## src/rtl/dmem_bridge.sv

```systemverilog
// dmem_bridge: mem-stage to req/addr_ok/data_ok data bus bridge with pipeline stall.
// Optional watchdog enabled by defining DMEM_WDOG_EN.
module dmem_bridge #(
   parameter int          TIMEOUT  = 64,
   parameter logic [31:0] ERR_DATA = 32'hDEADBEEF
) (
   input  logic        clk,
   input  logic        rst,
   input  logic        memen,
   input  logic [3:0]  sel,
   input  logic [1:0]  size,
   input  logic [31:0] addrM,
   input  logic [31:0] wdataM,
   input  logic        hold,
   output logic        stallM,
   output logic [31:0] rdataM,
   output logic        err,
   output logic        data_req,
   output logic        data_wr,
   output logic [1:0]  data_size,
   output logic [31:0] data_addr,
   output logic [3:0]  data_wstrb,
   output logic [31:0] data_wdata,
   input  logic        data_addr_ok,
   input  logic        data_data_ok,
   input  logic [31:0] data_rdata
);
   typedef enum logic [1:0] {IDLE, REQ, WAIT, DONE} state_t;
   state_t      state_q, state_d;
   logic [31:0] addr_q, addr_d, wdata_q, wdata_d, rdata_q, rdata_d;
   logic [3:0]  sel_q, sel_d;
   logic [1:0]  size_q, size_d;
   logic        err_q, err_d, expire;
   logic        busy;
   assign busy = (state_q == REQ) || (state_q == WAIT);
`ifdef DMEM_WDOG_EN
   localparam int CW = $clog2(TIMEOUT + 1);
   logic [CW-1:0] cnt_q, cnt_d;
   assign cnt_d  = busy ? cnt_q + 1'b1 : '0;
   assign expire = busy && (cnt_q == CW'(TIMEOUT - 1)) && !(state_q == WAIT && data_data_ok);
   always_ff @(posedge clk or negedge rst)
      if (!rst) cnt_q <= '0;
      else      cnt_q <= cnt_d;
`else
   assign expire = 1'b0;
`endif
   always_comb begin
      state_d    = state_q;
      addr_d     = addr_q;
      wdata_d    = wdata_q;
      sel_d      = sel_q;
      size_d     = size_q;
      rdata_d    = rdata_q;
      err_d      = 1'b0;
      data_req   = 1'b0;
      data_addr  = addr_q;
      data_wdata = wdata_q;
      data_wstrb = sel_q;
      data_size  = size_q;
      case (state_q)
         IDLE: begin
            data_req   = memen;
            data_addr  = addrM;
            data_wdata = wdataM;
            data_wstrb = sel;
            data_size  = size;
            if (memen) begin
               addr_d  = addrM;
               wdata_d = wdataM;
               sel_d   = sel;
               size_d  = size;
               state_d = data_addr_ok ? WAIT : REQ;
            end
         end
         REQ: begin
            data_req = !expire;
            if (data_addr_ok && !expire) state_d = WAIT;
         end
         WAIT: if (data_data_ok) begin
            rdata_d = (sel_q == 4'd0) ? data_rdata : rdata_q;
            state_d = DONE;
         end
         DONE: state_d = hold ? DONE : IDLE;
         default: state_d = IDLE;
      endcase
      // Watchdog expiry abandons the access and completes it with error data
      if (expire) begin
         state_d = DONE;
         rdata_d = ERR_DATA;
         err_d   = 1'b1;
      end
   end
   assign data_wr = data_req && (data_wstrb != 4'd0);
   assign stallM  = ((state_q == IDLE) && memen) || busy;
   assign rdataM  = rdata_q;
   assign err     = err_q;
   always_ff @(posedge clk or negedge rst)
      if (!rst) begin
         state_q <= IDLE;
         addr_q  <= '0;
         wdata_q <= '0;
         sel_q   <= '0;
         size_q  <= '0;
         rdata_q <= '0;
         err_q   <= 1'b0;
      end else begin
         state_q <= state_d;
         addr_q  <= addr_d;
         wdata_q <= wdata_d;
         sel_q   <= sel_d;
         size_q  <= size_d;
         rdata_q <= rdata_d;
         err_q   <= err_d;
      end
endmodule

```

## config.mk

```make
export PLATFORM = sky130hd
export DESIGN_NAME = dmem_bridge
export DESIGN_NICKNAME = d
export VERILOG_FILES = /design/src/rtl/dmem_bridge.sv
export SDC_FILE = /design/constraint.sdc
export NUM_CORES = 1
export LEC_CHECK = 0
export CAP_MARGIN = 0
export CORE_ASPECT_RATIO = 0.5
export CORE_MARGIN = 5
export CORE_UTILIZATION = 39
export CTS_CLUSTER_DIAMETER = 50
export DETAILED_ROUTE_END_ITERATION = 6
export PLACE_DENSITY = 0.78
export SLEW_MARGIN = 5
export SYNTH_ARGS = -nofsm -noshare
export SYNTH_HDL_FRONTEND = slang
export SYNTH_SLANG_ARGS = --single-unit
```

## constraint.sdc

```tcl
create_clock -name clk -period 1.7 [get_ports clk]
set_clock_uncertainty 0.1 [all_clocks]
set_input_delay 0.255 -clock clk [delete_from_list [all_inputs] [get_ports clk]]
set_output_delay 0.255 -clock clk [all_outputs]
set_load 0.01 [all_outputs]
```

==> impl_metrics.ini <==
[status]
outcome = finished with violations
violations = setup timing

[timing]
fmax_mhz = 423
min_period_ns = 2.36
min_period_over_period_pct = 139
hold_viol = 0
slew_violations = 0
worst_slack_ns = -0.664
rsz0062_at_grt = yes
setup_viol = 177

[yosys]
synthArstFlopShare_pct = 100
synth_top_family_by_area = multiplexers
ys_ff_latch = 104
synth_nets = 436
synthCells = 322
synth_cell_types = 21
yosys.area.top_type = dfrtp_1
synth_compound_area_share_pct = 1.21
synth_common_cells = 142 x mux2_2, 104 x dfrtp_1, 30 x mux2_4
yosysSeqAreaShare_pct = 52.2
yosys.area_share.simple_pct = 1.18
syn-cell-area_sq_um = 4980
syn_avg_cell_area_sq_um = 15.5
synth_edf_count = 0
synthMuxAreaShare_pct = 41.1
yosysMostFrequentCell = mux2_2
synth_xor_area_share_pct = 0
synthAdderAreaFrac_pct = 1.51
ys_warn_count = 0
synthFlopType = dfrtp_1
synth_top_area_share_pct = 52.2
synthTopCellsByArea = dfrtp_1 52%, mux2_2 32%, mux2_4 9.0%

[detailed_routing]
num_vias = 3992
wl_per_cell_um = 23.3
drt-total-wl_um = 18400
drt_iter0_drc = 177
ant_nets = 0
vias_per_cell = 5.05
drt_pass1_iterations = 4
drc_errors = 0

[cts]
cts.sinks = 104
cts_buffers = 9
h-tree-depth = 3
clk_latency_ns = 0.33
clock_path_buffers = 2
cts.clk_slew.worst_paths_ns = 0.07
clockRootBuffer = clkbuf_16
cts_tree = done

[cells_and_area]
utilization_pct = 75.7
area_growth_pct = 91.3
drive_above_1_share_pct = 58.4
design_area_sq_um = 9530
layout.nets = 729
antenna_cells = 0

[die]
die_y_um = 89.9
start_util_pct = 39.6
io_pins = 214
rows = 29
die_x_um = 170
coreArea_sq_um = 12600
fp.dieArea_sq_um = 15300

[hold_path]
min_path_type = input port to async pin

[power]
p_total_uw = 20100
peakVddDrop_mv = 1.04
cellPowerDensity_nw_per_um2 = 2100
p_leak_uw = 0.00468

[setup_path]
worst-r2r-cell-count = 12
end_kind = primary output
critPathMaxFanout = 5
arrival_ns = 2.01
crit_type = flip-flop to primary output
worstPathRequired_ns = 1.34
start_kind = flip-flop

[flow_run]
maxCapViolCount = 0

[place]
numPortBuffers = 212
hpwl_um = 9690
gp_congestion = 0.761
placed_area_sq_um = 7510

[global_routing]
grt_pass1_vias = 4344
grt_use_total_pct = 20.8
grt-ovfl-total = 0
grt_max_degree = 43
grt_antenna_before_repair = 0
grt_pass1_wl_um = 25000
## cell families (layout without fill, tap and decap cells)
family / Yosys count / count (layout)
AO/OA/AOI/OAI: 7 / 7
adder cells (fa/ha/maj): 6 / 6
buffers and inverters: 23 / 321
flip-flops: 104 / 104
multiplexers: 172 / 172
other: 1 / 1
AND/OR/NAND/NOR: 9 / 9
## what timing repair did
action	in CTS	in global routing
setup endpoints to repair	177	177
gates resized for setup	402	198
gates cloned	14	4
hold endpoints to repair	21	0
hold buffers	1	0
pin swaps	5	8
setup buffers	31	21
## placed cells by master, fill, tap and decap left out, types with 2 or more instances in the layout
cell,Yosys,final
mux2_4,30,169
clkdlybuf4s50_1,0,138
dfrtp_1,104,104
buf_6,3,98
buf_12,0,21
buf_4,2,16
clkbuf_16,0,13
buf_16,0,9
buf_8,0,8
clkbuf_2,0,4
mux2_2,142,3
ha_4,0,3
inv_2,0,2
nand2b_4,0,2
inv_1,4,2
nand2_1,3,2
ha_1,6,2
clkbuf_8,0,2
buf_2,14,2
## worst paths after layout
path | start | end | slack, ns
hold / removal | rst | rdataM[6] | 0.26
setup reg to reg | state_q[0] | wdata_q[5] | -0.48
setup / recovery | state_q[0] | data_wr | -0.66
hold reg to reg | addr_q[19] | addr_q[19] | 0.41
min in group clk | addr_q[19] | addr_q[19] | 0.41
max in group asynchronous | rst | wdata_q[21] | 0.69
## per-stage QoR
stage               std cells  setup TNS [ns]  hold WS, ns  worst slack [ns]
finish                    790          -65.36        0.261            -0.664
global route              790          -71.10        0.281            -0.705
CTS                       775          -47.97        0.250            -0.580
detailed placement        714          -47.78       0.0783            -0.540
global placement          714          -44.53       0.0735            -0.536
floorplan                 322          -0.600       -0.141            -0.158
## power by group
part,leakage [uW],total (uW),switching (uW),internal [uW]
Sequential,0.00127,4550,826,3720
Clock,0.000149,2150,918,1230
Combinational,0.00327,13400,4590,8770
Total,0.00468,20100,6330,13700
## flip-flops by register name, summed over array words and instances (netlist names)
signal	flops
addr_q	32
rdataM	32
sel_q	4
size_q	2
state_q	2
wdata_q	32
## critical path, cell delays in order (launching register included)
cell	delay (ns)
dfrtp_1	0.40
inv_2	0.12
ha_4	0.17
buf_12	0.12
mux2_4	0.31
o41a_1	0.41
buf_2	0.15
## routing by layer
metal	GRT usage [%]	routed length [um]
met1	24.1	7170
met2	39.4	9990
met3	4.21	800
met4	4.49	449
met5	0	0
## layout make-up
cell class                      instances  area (sq um)
Clock buffer                           12           256
Tap cell                              170           213
Timing Repair Buffer                  301          3530
Clock inverter                          4          51.3
Fill cell                             688          3060
Inverter                                4          15.0
Multi-Input combinational cell        195          2860
Sequential cell                       104          2600
Power figures use the tool's default switching activity.
